File: config.mk
export PLATFORM = sky130hd
export DESIGN_NAME = fetch_realign
export DESIGN_NICKNAME = d
export VERILOG_FILES = /design/src/rtl/fetch_realign_pkg.sv /design/src/rtl/fetch_realign_rvc_parcel_decode.sv /design/src/rtl/fetch_realign.sv
export SDC_FILE = /design/constraint.sdc
export NUM_CORES = 1
export LEC_CHECK = 0
export ABC_CLOCK_PERIOD_IN_PS = 14100
export BUFFER_PORTS_ARGS = -buffer_cell sky130_fd_sc_hd__buf_2
export CAP_MARGIN = 20
export CORE_AREA = 10 10 196 198
export CTS_BUF_LIST = sky130_fd_sc_hd__clkbuf_16
export DETAILED_ROUTE_END_ITERATION = 6
export DIE_AREA = 0 0 206 208
export HOLD_SLACK_MARGIN = 0.08
export PLACE_DENSITY = 0.74
export SKIP_LAST_GASP = 1
export SLEW_MARGIN = 20
export SYNTH_ARGS = -nofsm -noshare
export SYNTH_HDL_FRONTEND = slang
export SYNTH_SLANG_ARGS = --single-unit
File: constraint.sdc
create_clock -name clk_i -period 14.1 [get_ports clk_i]
set_input_delay 4.23 -clock clk_i [delete_from_list [all_inputs] [get_ports clk_i]]
set_output_delay 4.23 -clock clk_i [all_outputs]
set_load 0.01 [all_outputs]
File: src/rtl/fetch_realign_pkg.sv
// Shared frontend fetch geometry and the RVC length test used when walking parcels.
package fetch_realign_pkg;

  localparam int unsigned FETCH_WIDTH     = 64;
  localparam int unsigned INSTR_PER_FETCH = FETCH_WIDTH / 16;

  // Any opcode whose two low bits are not 2'b11 is a 16-bit compressed instruction.
  function automatic logic is_rvc(input logic [1:0] op);
    return op != 2'b11;
  endfunction

endpackage

File: src/rtl/fetch_realign_rvc_parcel_decode.sv
// Combinational parcel walker: splits one fetch packet into instruction slots and
// reports a trailing 32-bit instruction whose upper half lies in the next packet.
module rvc_parcel_decode #(
  parameter int unsigned FETCH_WIDTH = 64,
  localparam int unsigned N  = FETCH_WIDTH / 16,
  localparam int unsigned PW = $clog2(N)
) (
  input  logic                        data_valid_i,
  input  logic                        exception_i,
  input  logic [FETCH_WIDTH-1:0]      data_i,
  input  logic [63:0]                 addr_i,
  input  logic [PW-1:0]               start_i,
  input  logic                        cont_i,
  input  logic [15:0]                 upper_q_i,
  input  logic [63:0]                 upper_addr_i,
  output logic [N-1:0][31:0]          instr_o,
  output logic [N-1:0][63:0]          addr_o,
  output logic [N-1:0]                valid_o,
  output logic                        straddle_o,
  output logic [15:0]                 straddle_parcel_o,
  output logic [63:0]                 straddle_addr_o
);
  import fetch_realign_pkg::*;

  localparam int OFF = PW + 1;
  localparam int NI  = int'(N);

  // One zero parcel of padding keeps the p+1 lookup in range for the last parcel.
  logic [FETCH_WIDTH+15:0] data_x;
  logic [PW-1:0]           slot;
  logic                    skip;
  logic [15:0]             parcel;
  logic [63:0]             pc;

  assign data_x = {16'b0, data_i};

  always_comb begin
    instr_o           = '0;
    addr_o            = '0;
    valid_o           = '0;
    straddle_o        = 1'b0;
    straddle_parcel_o = '0;
    straddle_addr_o   = '0;
    slot              = '0;
    skip              = 1'b0;
    parcel            = '0;
    pc                = '0;
    if (data_valid_i && exception_i) begin
      valid_o[0] = 1'b1;
      addr_o[0]  = addr_i;
    end else if (data_valid_i) begin
      if (cont_i) begin
        instr_o[0] = {data_i[15:0], upper_q_i};
        addr_o[0]  = upper_addr_i;
        valid_o[0] = 1'b1;
        slot       = PW'(1);
        skip       = 1'b1;
      end
      for (int p = 0; p < NI; p++) begin
        parcel = data_x[16*p +: 16];
        pc     = {addr_i[63:OFF], p[PW-1:0], 1'b0};
        if (skip) begin
          skip = 1'b0;
        end else if (p >= int'(start_i)) begin
          if (is_rvc(parcel[1:0])) begin
            instr_o[slot] = {16'b0, parcel};
            addr_o[slot]  = pc;
            valid_o[slot] = 1'b1;
            slot          = slot + 1'b1;
          end else if (p < NI - 1) begin
            instr_o[slot] = {data_x[16*(p+1) +: 16], parcel};
            addr_o[slot]  = pc;
            valid_o[slot] = 1'b1;
            slot          = slot + 1'b1;
            skip          = 1'b1;
          end else begin
            straddle_o        = 1'b1;
            straddle_parcel_o = parcel;
            straddle_addr_o   = pc;
          end
        end
      end
    end
  end

endmodule

File: src/rtl/fetch_realign.sv
// Fetch packet realigner: holds the lower half of a straddling 32-bit instruction
// across packets and presents parsed slots to the instruction queue.
module fetch_realign #(
  parameter int unsigned FETCH_WIDTH = fetch_realign_pkg::FETCH_WIDTH,
  localparam int unsigned INSTR_PER_FETCH = FETCH_WIDTH / 16
) (
  input  logic                              clk_i,
  input  logic                              rst_ni,
  input  logic                              flush_i,
  input  logic                              replay_i,
  input  logic                              data_valid_i,
  input  logic [FETCH_WIDTH-1:0]            data_i,
  input  logic [63:0]                       addr_i,
  input  logic                              exception_i,
  input  logic                              ready_i,
  output logic                              ready_o,
  output logic [INSTR_PER_FETCH-1:0][31:0]  instr_o,
  output logic [INSTR_PER_FETCH-1:0][63:0]  addr_o,
  output logic [INSTR_PER_FETCH-1:0]        valid_o,
  output logic                              exception_o
);
  import fetch_realign_pkg::*;

  localparam int unsigned PW  = $clog2(INSTR_PER_FETCH);
  localparam int unsigned OFF = PW + 1;

  logic          has_upper;
  logic [15:0]   upper_q;
  logic [63:0]   upper_addr_q;
  logic [PW-1:0] start;
  logic          cont;
  logic          accept;
  logic          straddle;
  logic [15:0]   straddle_parcel;
  logic [63:0]   straddle_addr;

  assign start       = addr_i[OFF-1:1];
  // A stored half only joins a packet that resumes exactly after it.
  assign cont        = has_upper && (start == '0) && (addr_i == upper_addr_q + 64'd2);
  assign accept      = data_valid_i && ready_i && !replay_i && !flush_i;
  assign ready_o     = ready_i;
  assign exception_o = exception_i && data_valid_i;

  rvc_parcel_decode #(.FETCH_WIDTH(FETCH_WIDTH)) u_decode (
    .data_valid_i      (data_valid_i),
    .exception_i       (exception_i),
    .data_i            (data_i),
    .addr_i            (addr_i),
    .start_i           (start),
    .cont_i            (cont),
    .upper_q_i         (upper_q),
    .upper_addr_i      (upper_addr_q),
    .instr_o           (instr_o),
    .addr_o            (addr_o),
    .valid_o           (valid_o),
    .straddle_o        (straddle),
    .straddle_parcel_o (straddle_parcel),
    .straddle_addr_o   (straddle_addr)
  );

  always_ff @(posedge clk_i or negedge rst_ni) begin
    if (!rst_ni) begin
      has_upper    <= 1'b0;
      upper_q      <= '0;
      upper_addr_q <= '0;
    end else if (flush_i || replay_i) begin
      has_upper <= 1'b0;
    end else if (accept) begin
      has_upper <= straddle;
      if (straddle) begin
        upper_q      <= straddle_parcel;
        upper_addr_q <= straddle_addr;
      end
    end
  end

endmodule

==> run summary, run 1 <==
I/O Pins: 525
endpoints failing setup: 0
VDD IR-drop max: 0.0623 mV
flops & latches, synth: 78
internal power: 0.537 mW
first-pass GRT wire length: 101,000 µm
Area after DPL: 0.0146 mm²
Total Routing Usage GR: 30.3%
number of global-route vias before repair: 15.1k
Achievable Freq: 0.0747 GHz
Main synth FF type: dfrtp_1
Cells after Synth: 1,619
Root Driver: clkbuf_16
cell area after layout: 0.0149 mm²
post-synthesis sequential area ratio: 16.4%
Die Y-Extent: 208 µm
layout cells sized above 1: 34.2%
post-CTS setup buffer count: 0
Switching Fraction: 44.0%
Worst Path Required: 9870 ps
drt pass-1 iters: 6
Routed WL per cell: 28.0 µm
Bufs on Longest Clock Path: 2
synthesis-to-finish area growth: 25.3%
hpwl dp: 53,700 µm
WP data arrival: 9150 ps
Leak Pwr: 7.00 nW
largest net degree at the start of global routing: 79
Synthesis Warnings: 0
Clk pwr share: 26.0%
commonest cells after routing, fill and taps aside: buf_2, nand2_1, and2_1
H-tree depth: 3
status: completed
Mapped Avg Cell Area: 7.35 µm²
core area: 0.0344 mm²
Remaining DRCs: 0
critical path class: input port to output pin
WL final: 69,100 µm
slowest stage delay, CP: 430 ps
setup TNS: 0 ps
CP endpoint kind: output pin
num rows: 68
Vias: 15.3k
Slowest-stage cell, CP: nor4_1
pre-CTS WS: 796 ps
RSZ-0062 raised after global routing: false
Final Max Slew Viols: 0
Reg power frac: 31.8%
Die Width: 206 µm
fin crit share: 94.9%
Worst setup SP type: input port
Slew HR: 29.1%
Logic pwr share: 42.2%
setup slack after layout: 721 ps
Max Cap Viol: 0
Reg clk slew, reported paths: 60 ps
Post-synth EDFFs: 0
CTS resizes: 0
CTS tree: done
Post-synth ARST share: 100%
R2R setup slack: 7930 ps
clock latency on the worst-skew pair: 360 ps
CP endpoint: instr_o[96]
Critical Path Fanout Max: 39
Clock Skews: 15.7 ps
min cycle time layout: 13,380 ps
grt ovf: 0
Post-Synthesis Cell Area: 0.0119 mm²
GPL Wtd Cong: 0.995
# port buffers: 521
actual slew at the worst max-slew pin: 1060 ps
HP Class: register to register
worst reg2reg path depth: 14
Pwr per Cell Area: 64.3 mW/mm²
sequence of cells on the critical path: buf_2 > or2_2 > nor4_1 > o211ai_1 > nor4bb_1 > nand4_1 > nor4_2 > and4b_1 > o21ai_0 > ha_1 > nand3b_1 > a221o_1 > a2111oi_4 > buf_4 > a41oi_1 > inv_2 > buf_12 > o221a_2 > buf_2
Initial DRC Count: 1,417
Fin. Hold Viols: 0
initial antenna violation count: 0
Unique masters post-synth: 92
terminus of the critical flop-to-flop path: upper_addr_q[39]
ANT nets after route: 0
most common cell after layout, fill and taps aside: buf_2
hold-fix buffers at CTS: 0
TritonCTS Buffers: 9
die area: 0.0428 mm²
Finished Layout Cells: 2,471
clk sink count: 78
Post-Place Cells: 2,455
worst r2r src: upper_addr_q[2]
starting density of the core: 34.6%
crit-path most repeated cell: buf_2
Critical Path Start: addr_i[1]
net switching power: 0.422 mW
Nets: 2,152
Filler Cells Inserted: 3,593
vias per inst: 6.20
number of diodes: 0
## through the flow
| step | utilization [%] | hold slack (ps) | power (mW) |
|---|---|---|---|
| floorplan | - | 425 | 0.530 |
| global placement | 42.5 | 451 | 0.702 |
| detailed placement | 42.5 | 477 | 0.707 |
| CTS | 43.4 | 498 | 0.958 |
| global route | 43.4 | 514 | 1.00 |
| finish | 43.4 | 495 | 0.959 |
## how the worst min path moves through the flow
stage,slack [ps],from,to,cells past startpoint
floorplan,430,upper_q[1],upper_q[1],1
global placement,450,upper_q[1],upper_q[1],1
detailed placement,480,upper_q[1],upper_q[1],1
CTS,500,upper_q[1],upper_q[1],1
global route,510,upper_q[1],upper_q[1],1
finish,500,upper_q[1],upper_q[1],1
## sequential cells by signal, summed over array words and instances, names as in the netlist
signal        flops
has_upper         1
upper_addr_q     62
upper_q          15
## area by class of cell
cell class	instances	area, µm²	share of cell area [%]
inverters	17	63.8	0.428
repair buffers	560	2920	19.6
well taps	455	569	3.82
multi-input cells	1345	9120	61.1
flip-flops and latches	78	1950	13.1
clock inverters	7	73.8	0.495
clock buffers	9	225	1.51
## critical path, delay by kind of cell
family                     cells  cell delay [ps]
and+or+nand+nor                7             2020
AOI/OAI and AO/OA              6             1210
buffers and inverters          5             1200
adders and majority gates      1              410
## logic make-up (layout without fill, tap and decap cells)
logic type                 count (synthesis)  in the layout  synth area share, %
adders and majority gates                  6              6                0.631
xor gates and xnor gates                  80             80                 5.89
other                                      1              3               0.0315
AOI/OAI and AO/OA                        433            433                 27.0
buffers and inverters                    198            593                 7.58
and+or+nand+nor                          732            732                 33.6
DFF                                       78             78                 16.4
muxes                                     91             91                 8.88
## per-layer routing
layer	up-vias	wire [µm]	track usage, %
li1	6829	-	-
met1	7423	26300	35.4
met2	913	33400	51.8
met3	152	6230	6.17
met4	0	3130	13.6
met5	-	0	0
## cell usage after synthesis (all sizes together) (8+ instances only)
| cell | number | area (µm²) |
|---|---|---|
| or3 | 8 | 50.1 |
| xor2 | 23 | 201 |
| a32oi | 31 | 272 |
| clkbuf | 127 | 479 |
| o21a | 17 | 128 |
| nor4 | 32 | 270 |
| nand2b | 8 | 50.1 |
| a22o | 9 | 78.8 |
| and2 | 139 | 870 |
| o2111ai | 62 | 543 |
| a21boi | 60 | 450 |
| mux2i | 16 | 160 |
| and4 | 16 | 140 |
| nand2 | 172 | 646 |
| xnor2 | 57 | 499 |
| a31oi | 12 | 75.1 |
| dfrtp | 78 | 1950 |
| inv | 17 | 63.8 |
| mux2 | 75 | 897 |
| nand3 | 79 | 425 |
| buf | 54 | 359 |
| nor2b | 23 | 144 |
| a32o | 12 | 120 |
| o21ai | 85 | 429 |
| a21oi | 45 | 229 |
| and3 | 26 | 163 |
| nor2 | 94 | 353 |
| a221oi | 19 | 179 |
| nand4 | 63 | 400 |
| a2bb2oi | 8 | 70.1 |
| nor3 | 36 | 185 |
## power groups by stage
stage	clock network [mW]	registers [mW]	logic, mW
final	0.249	0.305	0.405
after CTS	0.254	0.303	0.401
after global placement	0	0.305	0.398
after detailed placement	0	0.307	0.400
after floorplan	0	0.273	0.256
after global routing	0.262	0.310	0.433
(Power assumes the default switching activity.)
==> run 2: changes to the inputs <==
--- a/config.mk
+++ b/config.mk
@@ -8,14 +8,17 @@
 export ABC_CLOCK_PERIOD_IN_PS = 14100
 export BUFFER_PORTS_ARGS = -buffer_cell sky130_fd_sc_hd__buf_2
 export CAP_MARGIN = 20
-export CORE_AREA = 10 10 196 198
+export CELL_PAD_IN_SITES_DETAIL_PLACEMENT = 1
+export CELL_PAD_IN_SITES_GLOBAL_PLACEMENT = 1
+export CORE_MARGIN = 10
+export CORE_UTILIZATION = 34
 export CTS_BUF_LIST = sky130_fd_sc_hd__clkbuf_16
 export DETAILED_ROUTE_END_ITERATION = 6
-export DIE_AREA = 0 0 206 208
 export HOLD_SLACK_MARGIN = 0.08
-export PLACE_DENSITY = 0.74
+export PLACE_DENSITY = 0.95
 export SKIP_LAST_GASP = 1
 export SLEW_MARGIN = 20
 export SYNTH_ARGS = -nofsm -noshare
 export SYNTH_HDL_FRONTEND = slang
 export SYNTH_SLANG_ARGS = --single-unit
+export TNS_END_PERCENT = 50
==> run 2 against run 1 <==
- via count increased by 1.4%
- register-to-register slack worse by 420 ps
- critical path depth is 1 lower
- core utilization shrank 0.27 points
- non-clock buffer count shrank 2
- combinational power grew 1%
- highest routed layer unchanged
==> run summary, run 2 (synthesis results as in run 1) <==
Slowest-stage cell, CP: nor4_1
biggest regs: upper_addr_q (62), upper_q (15), has_upper (1)
critical path class: input port to output pin
initial antenna violation count: 1 (+1)
slowest stage delay, CP: 460 ps (+30 ps)
Max Cap Viol: 0 (unchanged)
vias per inst: 6.29 (+1.5%)
Slew HR: 22.6% (-6.4 points)
clk sink count: 78 (unchanged)
Achievable Freq: 0.0739 GHz (-1.2%)
crit-path most repeated cell: buf_2
hold slack: 473 ps (-21.9 ps)
Total Routing Usage GR: 31.7% (+1.4 points)
ANT nets after route: 0 (unchanged)
I/O Pins: 525 (unchanged)
sequence of cells on the critical path: buf_2 > or2_2 > nor4_1 > o211ai_1 > nor4bb_1 > nand4_1 > nor4_2 > nand4b_2 > a21oi_1 > ha_1 > nand3b_1 > a221o_1 > a2111oi_4 > a41oi_1 > inv_2 > buf_12 > and2_1 > buf_2
grt ovf: 0 (unchanged)
CTS tree: done
largest net degree at the start of global routing: 97 (+23%)
grt met1 use: 36.6% (+1.2 points)
Nets: 2,150 (-0.093%)
met2 GRT Util: 56.8% (+4.9 points)
RSZ-0062 raised after global routing: false
Critical Path Fanout Max: 38 (-2.6%)
most common cell after layout, fill and taps aside: buf_2
Clock Skews: 10.9 ps (-4.88 ps)
CTS resizes: 0 (unchanged)
drt pass-1 iters: 5 (-1)
Worst setup SP type: input port
status: completed
number of global-route vias before repair: 16.1k (+6.8%)
fin crit share: 96.0% (+1.1 points)
first-pass GRT wire length: 108,000 µm (+7.3%)
VDD IR-drop max: 0.0511 mV (-18%)
Reg with most FFs: upper_addr_q
WP data arrival: 9310 ps (+160 ps)
grt peak-use layer: met2
clock latency on the worst-skew pair: 360 ps (about the same)
TritonCTS Buffers: 9 (unchanged)
Leak Pwr: 7.00 nW (about the same)
Worst Path Required: 9870 ps (about the same)
Pwr per Cell Area: 63.8 mW/mm² (-0.73%)
Die Y-Extent: 207 µm (-0.43%)
Reg area: 0.00195 mm² (unchanged)
hpwl dp: 56,000 µm (+4.3%)
max FFs per register: 62 (unchanged)
final core utilization: 43.1% (-0.27 points)
Vias: 15.5k (+1.4%)
Remaining DRCs: 0 (unchanged)
Final Power: 0.951 mW (-0.87%)
Filler Cells Inserted: 4,403 (+23%)
HP Class: register to register
core area: 0.0345 mm² (+0.49%)
Die Width: 207 µm (+0.54%)
setup slack after layout: 561 ps (-160 ps)
Fin. Hold Viols: 0 (unchanged)
endpoints failing setup: 0 (unchanged)
multi-input combinational cell area: 0.00913 mm² (about the same)
commonest cells after routing, fill and taps aside: buf_2, nand2_1, and2_1
actual slew at the worst max-slew pin: 1160 ps (+98.3 ps)
# port buffers: 521 (unchanged)
num rows: 68 (unchanged)
layout cells sized above 1: 34.1% (-0.11 points)
GPL Wtd Cong: 0.945 (-5.0%)
setup TNS: 0 ps (unchanged)
die area: 0.0429 mm² (+0.10%)
Reg clk slew, reported paths: 70 ps (about the same)
Bufs on Longest Clock Path: 2 (unchanged)
cell family with most CP delay: simple AND/OR/NAND/NOR gates
routing usage on met3: 6.02% (-0.15 points)
synthesis-to-finish area growth: 25.2%
Routed WL per cell: 29.4 µm (+5.3%)
Root Driver: clkbuf_16
Final Max Slew Viols: 0 (unchanged)
Initial DRC Count: 1,267 (-11%)
pre-CTS WS: 603 ps (-193 ps)
CP bufs+invs: 4 (-1)
min cycle time layout: 13,540 ps (+160 ps)
H-tree depth: 3 (unchanged)
post-CTS setup buffer count: 0 (unchanged)
hold-fix buffers at CTS: 0 (unchanged)
CP endpoint kind: output pin
WL final: 72,700 µm (+5.2%)
starting density of the core: 34.5% (-0.17 points)
## run 2: cell types whose count changed in the layout (fill, tap and decap cells not counted), sizes merged
cell	change
diode	+1
buf	-2
clkinv	+2
bufinv	-1
clkinvlp	-1
## run 2: metal layers
layer	up-vias	wire length (µm)
met1	7720	28000
li1	6828	-
met3	132	5340
met2	859	36900
met5	-	0
met4	0	2450
## run 2: cell type report
type / instances / share of cell area [%]
multi-input cells: 1345 / 61.2
repair buffers: 558 / 19.5
flip-flops and latches: 78 / 13.1
well taps: 455 / 3.82
clock buffers: 9 / 1.51
inverters: 17 / 0.428
clock inverters: 7 / 0.328
diodes: 1 / 0.0168
## run 2: final timing paths
| check | startpoint | end | slack [ps] | cells after the start |
|---|---|---|---|---|
| worst max-delay path | addr_i[1] | addr_o[196] | 560 | 18 |
| worst min-delay path | upper_q[1] | upper_q[1] | 470 | 1 |
| worst max register to register | upper_addr_q[40] | upper_q[7] | 7510 | 13 |
| worst min register to register | upper_q[1] | upper_q[1] | 470 | 1 |
| max in group asynchronous | rst_ni | upper_q[10] | 9190 | 2 |
| min in group asynchronous | rst_ni | upper_addr_q[29] | 3860 | 1 |
## run 2: report_power, final
group / internal [mW] / total (mW) / switching [mW]
Clock: 0.120 / 0.233 / 0.113
Combinational: 0.149 / 0.411 / 0.262
Sequential: 0.251 / 0.307 / 0.0564
Total: 0.519 / 0.951 / 0.432
## run 2: stage by stage
stage | std cells | area [µm²]
after floorplan | 1621 | 11900
after global routing | 2470 | 14900
after detailed placement | 2453 | 14600
final | 2470 | 14900
after global placement | 2453 | 14600
after CTS | 2469 | 14900
